===== src/rtl/psram_vid_prefetch.sv =====
// Video-side scanline prefetcher feeding a FIFO from the PSRAM video read port.
// Credit-based: a read is only issued when its result is guaranteed a FIFO slot.
module psram_vid_prefetch #(
    parameter int DEPTH = 16,
    parameter int LEN_W = 8
) (
    input  logic                   clk,
    input  logic                   resetn,
    input  logic                   line_start_i,
    input  logic [21:0]            line_addr_i,
    input  logic [LEN_W-1:0]       line_len_i,
    output logic                   rdv_o,
    output logic [21:0]            addr_o,
    input  logic                   memvidbusy_i,
    input  logic [15:0]            dout_i,
    input  logic [15:0]            dout2_i,
    input  logic                   fifo_rd_i,
    output logic [31:0]            fifo_q_o,
    output logic                   fifo_empty_o,
    output logic [$clog2(DEPTH):0] fifo_level_o,
    output logic                   fetch_done_o,
    output logic                   underrun_o
);

    localparam int AW = $clog2(DEPTH);
    localparam int LW = AW + 1;
    localparam logic [LW:0] DEPTH_W = DEPTH[LW:0];

    typedef enum logic [1:0] {IDLE, REQ, WAIT_BUSY, WAIT_DATA} state_e;

    state_e            state_q, state_d;
    logic              busy_q;
    logic [21:2]       ptr_q, ptr_d;
    logic [21:0]       addr_q, addr_d;
    logic [LEN_W-1:0]  remaining_q, remaining_d;
    logic              drop_q, drop_d;
    logic [AW-1:0]     wr_q, wr_d, rd_q, rd_d;
    logic [LW-1:0]     level_q, level_d;
    logic              underrun_q, underrun_d;
    logic [31:0]       mem [DEPTH];

    logic              outstanding;
    logic [LW:0]       free;
    logic              can_issue;
    logic              fall;
    logic              capture;
    logic              push;
    logic              pop;
    logic [1:0]        unused_addr_lsb;

    assign unused_addr_lsb = line_addr_i[1:0];

    assign outstanding = (state_q != IDLE);
    assign free        = DEPTH_W - {1'b0, level_q} - {{LW{1'b0}}, outstanding};
    assign can_issue   = (free != '0) && (remaining_q != '0);
    assign fall        = busy_q && !memvidbusy_i;
    assign capture     = (state_q == WAIT_DATA) && fall;
    assign push        = capture && !drop_q && !line_start_i;
    assign pop         = fifo_rd_i && (level_q != '0) && !line_start_i;

    // FSM state register
    always_ff @(posedge clk) begin
        if (!resetn) state_q <= IDLE;
        else         state_q <= state_d;
    end

    // FSM next-state: one request in flight, wait for busy rise then fall
    always_comb begin
        state_d = state_q;
        unique case (state_q)
            IDLE:      if (!line_start_i && can_issue) state_d = REQ;
            REQ:       state_d = WAIT_BUSY;
            WAIT_BUSY: if (memvidbusy_i) state_d = WAIT_DATA;
            WAIT_DATA: if (fall) state_d = IDLE;
            default:   state_d = IDLE;
        endcase
    end

    // FSM outputs
    always_comb begin
        rdv_o = (state_q == REQ);
    end

    // Datapath next-state: pointers, counters, drop flag, FIFO bookkeeping
    always_comb begin
        ptr_d       = ptr_q;
        addr_d      = addr_q;
        remaining_d = remaining_q;
        drop_d      = drop_q;
        wr_d        = wr_q;
        rd_d        = rd_q;
        level_d     = level_q;
        underrun_d  = underrun_q;
        if (state_q == IDLE && state_d == REQ) addr_d = {ptr_q, 2'b00};
        if (line_start_i) begin
            ptr_d       = line_addr_i[21:2];
            remaining_d = line_len_i;
            wr_d        = '0;
            rd_d        = '0;
            level_d     = '0;
            underrun_d  = 1'b0;
            // an in-flight read belongs to the old line; a same-cycle capture
            // is simply thrown away
            drop_d      = outstanding && !capture;
        end else begin
            if (capture) drop_d = 1'b0;
            if (push) begin
                ptr_d       = ptr_q + 20'd1;
                remaining_d = remaining_q - {{(LEN_W-1){1'b0}}, 1'b1};
                wr_d        = wr_q + {{(AW-1){1'b0}}, 1'b1};
            end
            if (pop) rd_d = rd_q + {{(AW-1){1'b0}}, 1'b1};
            level_d = level_q + {{(LW-1){1'b0}}, push}
                              - {{(LW-1){1'b0}}, pop};
            if (fifo_rd_i && level_q == '0) underrun_d = 1'b1;
        end
    end

    // Datapath registers
    always_ff @(posedge clk) begin
        if (!resetn) begin
            busy_q      <= 1'b0;
            ptr_q       <= '0;
            addr_q      <= '0;
            remaining_q <= '0;
            drop_q      <= 1'b0;
            wr_q        <= '0;
            rd_q        <= '0;
            level_q     <= '0;
            underrun_q  <= 1'b0;
        end else begin
            busy_q      <= memvidbusy_i;
            ptr_q       <= ptr_d;
            addr_q      <= addr_d;
            remaining_q <= remaining_d;
            drop_q      <= drop_d;
            wr_q        <= wr_d;
            rd_q        <= rd_d;
            level_q     <= level_d;
            underrun_q  <= underrun_d;
        end
    end

    // FIFO storage write
    always_ff @(posedge clk) begin
        if (push) mem[wr_q] <= {dout2_i, dout_i};
    end

    assign addr_o       = addr_q;
    assign fifo_empty_o = (level_q == '0);
    assign fifo_q_o     = (level_q == '0) ? 32'h0 : mem[rd_q];
    assign fifo_level_o = level_q;
    assign fetch_done_o = (remaining_q == '0);
    assign underrun_o   = underrun_q;

endmodule


===== config.mk =====
export PLATFORM = sky130hd
export DESIGN_NAME = psram_vid_prefetch
export DESIGN_NICKNAME = d
export VERILOG_FILES = /design/src/rtl/psram_vid_prefetch.sv
export SDC_FILE = /design/constraint.sdc
export NUM_CORES = 1
export LEC_CHECK = 0
export ABC_AREA = 1
export CAP_MARGIN = 10
export CORE_MARGIN = 2
export CORE_UTILIZATION = 38
export CTS_BUF_LIST = sky130_fd_sc_hd__clkbuf_2 sky130_fd_sc_hd__clkbuf_4 sky130_fd_sc_hd__clkbuf_8
export DETAILED_ROUTE_END_ITERATION = 8
export MAX_ROUTING_LAYER = met4
export PLACE_DENSITY = 0.62
export SLEW_MARGIN = 15
export SYNTH_ARGS = -nofsm -noshare
export SYNTH_HDL_FRONTEND = slang
export SYNTH_SLANG_ARGS = --single-unit
export TNS_END_PERCENT = 100

===== constraint.sdc =====
create_clock -name clk -period 5.9 [get_ports clk]
set_input_delay 1.475 -clock clk [delete_from_list [all_inputs] [get_ports clk]]
set_output_delay 1.475 -clock clk [all_outputs]
set_load 0.1 [all_outputs]

==> metrics, run 1 <==
crit path cell chain=buf_4 > o21ai_0 > o211ai_1 > o211ai_1 > a21oi_1 > buf_4; post-layout min period=about 5 ns; Setup crit start kind=flop; Max clock buf depth=3; # Post-CTS Setup Buffers=0; Routed Antenna Nets=0; simple-gate share of the synthesized area=0.115; first-pass GRT wire length=91000 µm; area of the multi-input gates=6260 µm²; DR DRC count=0; Final Util=0.452; setup TNS=0 ns; RSZ-0062 raised after global routing=false; Die W=254 µm; GRT overflow=0; effective utilization at floorplan=0.385; share of cells above drive strength 1=0.114; hold path cells=2; Top-Level Pins=130; Synth area leaders=edfxtp_1 (65%), nor2_1 (7.9%), o21ai_0 (6.2%), dfxtp_1 (5.9%), o211ai_1 (3.9%); CP top delay family=buffers and inverters; final WL=59800 µm; mux cell area share after synthesis=0; Max IR drop VDD=0.180 mV; Yosys cell types=33; port buffer count=125; complex-gate fraction of the synthesized area=0.129; worst-path fanout max=82; final setup vio count=0; gr usage total=0.191; die area=64600 µm²; Worst-path clk slew=0.05 ns; vias in the first global route=15645; post-cts sizing count=0; CTS tree=built; HPWL after detailed placement=32800 µm; register cell area after layout=16800 µm²; crit path max-delay cell type=buf_4; Req. time, crit path=approximately 4.4 ns; most used standard cell by instance count after synthesis=edfxtp_1; top post-synthesis cells by count=edfxtp_1 (512), nor2_1 (500), o21ai_0 (295), o211ai_1 (125), nand2_1 (111); Synth Area in Adders=0.0114; Synth Instances=roughly 2000; relative slew slack=0.252; largest net degree at the start of global routing=~150; DR vias/cell=5.20; number of hold buffers added after CTS=0; xor and xnor fraction of the mapped netlist area=0.00258; number of fill cells in the layout=5680; Worst Hold Class=reg -> reg; CP arrival=3.46 ns; Max Slew Vio Count=0; clk_skew=roughly 0.046 ns; RD Place Congestion=0.855; cts bufs inserted=97; FF-to-FF setup slack=roughly 2.7 ns; Final Hold Viols=0; post-synth top area cell=edfxtp_1; yosys warns=0; highest clock rate=203 MHz; H-tree depth=3; Die Ht=254 µm; hold path start=rd_q[2]; Pwr per Cell Area=327 nW/µm²; Clock Latency Late Sink=0.69 ns; Synth Cell Area=23800 µm²; TritonRoute pass-1 iters=5; Avg Inst Size Synth=11.7 µm²; Row Count=around 90; Iter 0 DRT Violations=around 1500; run status=finished clean; Worst R2R Path Depth=13; Seq/Total Area, Yosys=0.706; worst slew pin tran=1.12 ns; nets@finish=2267; P&R area growth vs syn=17.5%; async set or reset register ratio after synthesis=0; CTS Sinks=582; leak pwr=9.21 nW; period utilization=0.836; worst setup path class=reg -> out; clk root buf=clkbuf_8; Worst R2R Start=state_q[1]; number of synthesized flops with an enable pin=approximately 500; Max Cap Violations=0; vias post-DR=roughly 16000; Synth top area share=0.647; Seq cells post-synth=582; Core Region=61700 µm²; wire per inst=19.3 µm; Worst Setup End Kind=primary output; initial antenna violation count=6; top_reg_cell synth=edfxtp_1; reg-to-reg endpoint=addr_o[19]; Buf/Inv on CP=2; worst stage delay on the critical path=0.76 ns; largest family of logic cells by synthesized area=compound AO/OA/AOI/OAI gates
[cell type report]
class	instances	area share
Timing Repair Buffer	171	0.0579
Inverter	62	0.00852
Tap cell	837	0.0375
Antenna cell	6	0.000538
Clock buffer	144	0.0614
Clock inverter	30	0.00861
Sequential cell	582	0.601
Multi-Input combinational cell	1265	0.224
[registers in the layout, indices dropped and copies added (netlist names), named ones only]
signal and flops:
mem 512, addr_o 20, ptr_q 20, remaining_q 8
fifo_level_o 5, rd_q 4, wr_q 4, state_q 2
busy_q 1, drop_q 1, underrun_o 1
[logic make-up (layout without fill, tap and decap cells)]
| logic type | Yosys count | count (layout) |
|---|---|---|
| AOI/OAI and AO/OA | 541 | 541 |
| other | 1 | 8 |
| DFF | 582 | 582 |
| xor gates and xnor gates | 7 | 7 |
| and+or+nand+nor | 694 | 694 |
| adders and majority gates | 21 | 21 |
| buffers and inverters | 192 | 407 |
[per-layer routing]
metal | GRT usage | wire length [µm]
met5 | - | 0
met1 | 0.243 | 26000
met3 | 0.0426 | 4030
met4 | 0.0647 | 1380
met2 | 0.303 | 28400
[worst max-delay path by stage]
stage                          startpoint      endpoint  cells after the start
after global routing                 flop  fifo_q_o[28]                      6
final                                flop  fifo_q_o[28]                      6
after global placement       memvidbusy_i     mem[8][8]                      9
after floorplan           fifo_level_o[2]  fifo_q_o[22]                      6
after CTS                            flop  fifo_q_o[28]                      6
after detailed placement     memvidbusy_i    mem[9][10]                      9
[worst reg2reg max path, delay by kind of cell, from the launching register on]
family | cells | cell delay [ns]
xor+xnor | 1 | 0.15
fa+ha+maj | 3 | 0.59
buf+inv | 2 | 0.61
flops | 1 | 0.33
simple gates | 7 | 1.41
[metrics by stage]
step | setup slack [ns] | std cells | total power, W | area [µm²] | hold slack [ns]
after floorplan | 0.412 | 2039 | 0.00534 | 23800 | 0.445
final | 0.968 | 3097 | 0.00913 | 27900 | 0.471
after global routing | 0.791 | 3097 | 0.00946 | 27900 | 0.488
after CTS | 0.931 | 3091 | 0.00922 | 27900 | 0.471
after global placement | 1.17 | 2917 | 0.00563 | 25900 | 0.458
after detailed placement | 1.12 | 2917 | 0.00564 | 25900 | 0.463
[power by group]
group / internal, W / switching [W]
clock: 0.00199 / 0.00159
sequential: 0.00452 / 0.0000346
combinational: 0.000230 / 0.000765
total: 0.00674 / 0.00239
[placed cells by master (no fill, tap or decap), drive strengths merged, types with 2 or more instances in the layout]
cell | netlist | layout
nand2 | 111 | 111
a21oi | 66 | 66
a31oi | 9 | 9
clkinv | 2 | 22
o221ai | 6 | 6
ha | 20 | 20
nor2 | 501 | 501
nand3b | 2 | 2
bufinv | 0 | 3
o211ai | 125 | 125
conb | 1 | 2
nand3 | 67 | 67
dfxtp | 70 | 70
xnor2 | 4 | 4
diode | 0 | 6
inv | 60 | 66
clkdlybuf4s50 | 0 | 93
nand4 | 6 | 6
edfxtp | 512 | 512
o31ai | 2 | 2
xor2 | 3 | 3
buf | 50 | 78
nor3 | 7 | 7
clkbuf | 80 | 144
o21ai | 329 | 329
a211oi | 2 | 2
Power figures use the tool's default switching activity.
==> inputs of run 2 (changes only) <==
- clock period: 5.9 -> 5.01 ns (I/O delays scaled with it)
==> run 2 against run 1 <==
Core utilization is 0.29 points lower. Sequential share of layout area up 0.39 points. Combinational power is 18% higher. Power grew 15%. Cell count decreased by 0.84%. Non-clock buffer count decreased by 9. Routed wire length shrank 2.1%. Worst hold slack worse by 0.017 ns. Critical path type unchanged.
==> metrics, run 2 (synthesized netlist as in run 1, its figures left out) <==
Routed Antenna Nets=0; Die W=between 200 and 300 µm; Req. time, crit path=3.76 ns; hold path start=underrun_o; run status=finished clean; cts bufs inserted=93; Largest register FFs=512; CP arrival=3.32 ns; Row Count=91; # Post-CTS Setup Buffers=0; placed cells=2908; initial antenna violation count=2; worst slew pin tran=1.18 ns; DR vias/cell=~5.2; wire per inst=19.1 µm; DR DRC count=0; leak pwr=approximately 9 nW; die area=roughly 65000 µm²; number of fill cells in the layout=5627; Iter 0 DRT Violations=1196; P&R area growth vs syn=16.7%; CTS tree=built; port buffer count=125; Worst Setup End Kind=primary output; TritonRoute pass-1 iters=8; Final Instance Count excl. Fillers=3071; Top-Level Pins=130; Design Area, Final=27700 µm²; most frequent cells in the layout=edfxtp_1 (512), nor2_1 (483), o21ai_0 (295), o211ai_1 (125), nand2_1 (111); register cell area after layout=16800 µm²; vias in the first global route=about 16000; first-pass GRT wire length=89400 µm; Pwr per Cell Area=about 380 nW/µm²; final setup vio count=0; largest net degree at the start of global routing=257; highest clock rate=219 MHz; Worst R2R Start=fifo_level_o[2]; H-tree depth=3; post-cts sizing count=0; Worst R2R Path Depth=13; Max Cap Violations=0; relative slew slack=0.215; reg-to-reg endpoint=fifo_level_o[4]; Final Hold Viols=0; period utilization=0.913; hold path cells=2; Max Slew Vio Count=0; area of the multi-input gates=6260 µm²; register with the most flip-flops=mem; most common cell after layout, fill and taps aside=edfxtp_1; GRT overflow=0; Setup crit start kind=flop; Clock Latency Late Sink=between 0.7 and 0.8 ns; Worst-path clk slew=0.06 ns; Post-DP Area=26000 µm²; CTS Sinks=582; RD Place Congestion=roughly 0.86; setup TNS=0 ns; worst setup path class=reg -> out; effective utilization at floorplan=0.385; HPWL after detailed placement=30500 µm; worst slack, placed=just under 0.7 ns; Max IR drop VDD=between 0.2 and 0.25 mV; share of cells above drive strength 1=0.105; Core Region=61700 µm²; RSZ-0062 raised after global routing=false; Max clock buf depth=3; Power, Total=~0.010 W; hold path endpoint=underrun_o; Die Ht=~250 µm; FF-to-FF setup slack=1.79 ns; Setup WS post-layout=about 0.44 ns; number of hold buffers added after CTS=0; nets@finish=approximately 2300; clk root buf=clkbuf_8; final WL=58600 µm; post-layout min period=4.57 ns; gr usage total=0.187; clk_skew=0.0389 ns; Worst Hold Class=reg -> reg; vias post-DR=15987; worst-path fanout max=256
## run 2: cell types whose count changed in the layout (fill, tap and decap cells not counted), sizes merged
cell,delta
buf,-8
bufinv,-2
clkbuf,-22
clkdlybuf4s50,-1
clkinv,+8
clkinvlp,-1
diode,-3
inv,+3
## run 2: routing by layer
metal / up-vias / GRT usage / wire, µm
met5: - / - / 0
met3: 108 / 0.0398 / 3570
met1: 7816 / 0.233 / 25600
li1: 7584 / - / -
met2: 479 / 0.306 / 28100
met4: 0 / 0.0570 / 1350
## run 2: how the worst max path moves through the flow
stage	startpoint	end	slack (ns)	cells past startpoint
floorplan	fifo_level_o[2]	fifo_q_o[22]	-0.26	6
CTS	flop	fifo_q_o[27]	0.38	6
global route	flop	fifo_q_o[27]	0.21	6
finish	flop	fifo_q_o[27]	0.44	6
detailed placement	memvidbusy_i	fifo_level_o[4]	0.68	15
global placement	memvidbusy_i	fifo_level_o[4]	0.73	15
## run 2: worst max-delay path: stages, from the launching register on
cell	delay [ns]
dfxtp_4	0.38
buf_12	0.74
o21ai_0	0.23
o211ai_1	0.22
nand3_1	0.11
a21oi_1	0.41
buf_4	0.37
## run 2: cell type report
cell class | count | share of cell area
Multi-Input combinational cell | 1265 | 0.226
Clock buffer | 122 | 0.0545
Inverter | 62 | 0.00857
Antenna cell | 3 | 0.000271
Sequential cell | 582 | 0.605
Timing Repair Buffer | 162 | 0.0589
Clock inverter | 38 | 0.00907
Tap cell | 837 | 0.0378
## run 2: metrics by stage
step	utilization	hold slack [ns]
final	0.449	0.453
after global routing	0.449	0.495
after CTS	0.449	0.458
after detailed placement	0.421	0.450
after global placement	0.421	0.447
after floorplan	-	0.445
## run 2: report_power, final
part | internal (W) | leakage, nW | switching [W] | total [W]
registers | 0.00532 | 5.18 | 0.0000402 | 0.00536
clock network | 0.00204 | 0.936 | 0.00188 | 0.00392
logic | 0.000272 | 2.98 | 0.000899 | 0.00117
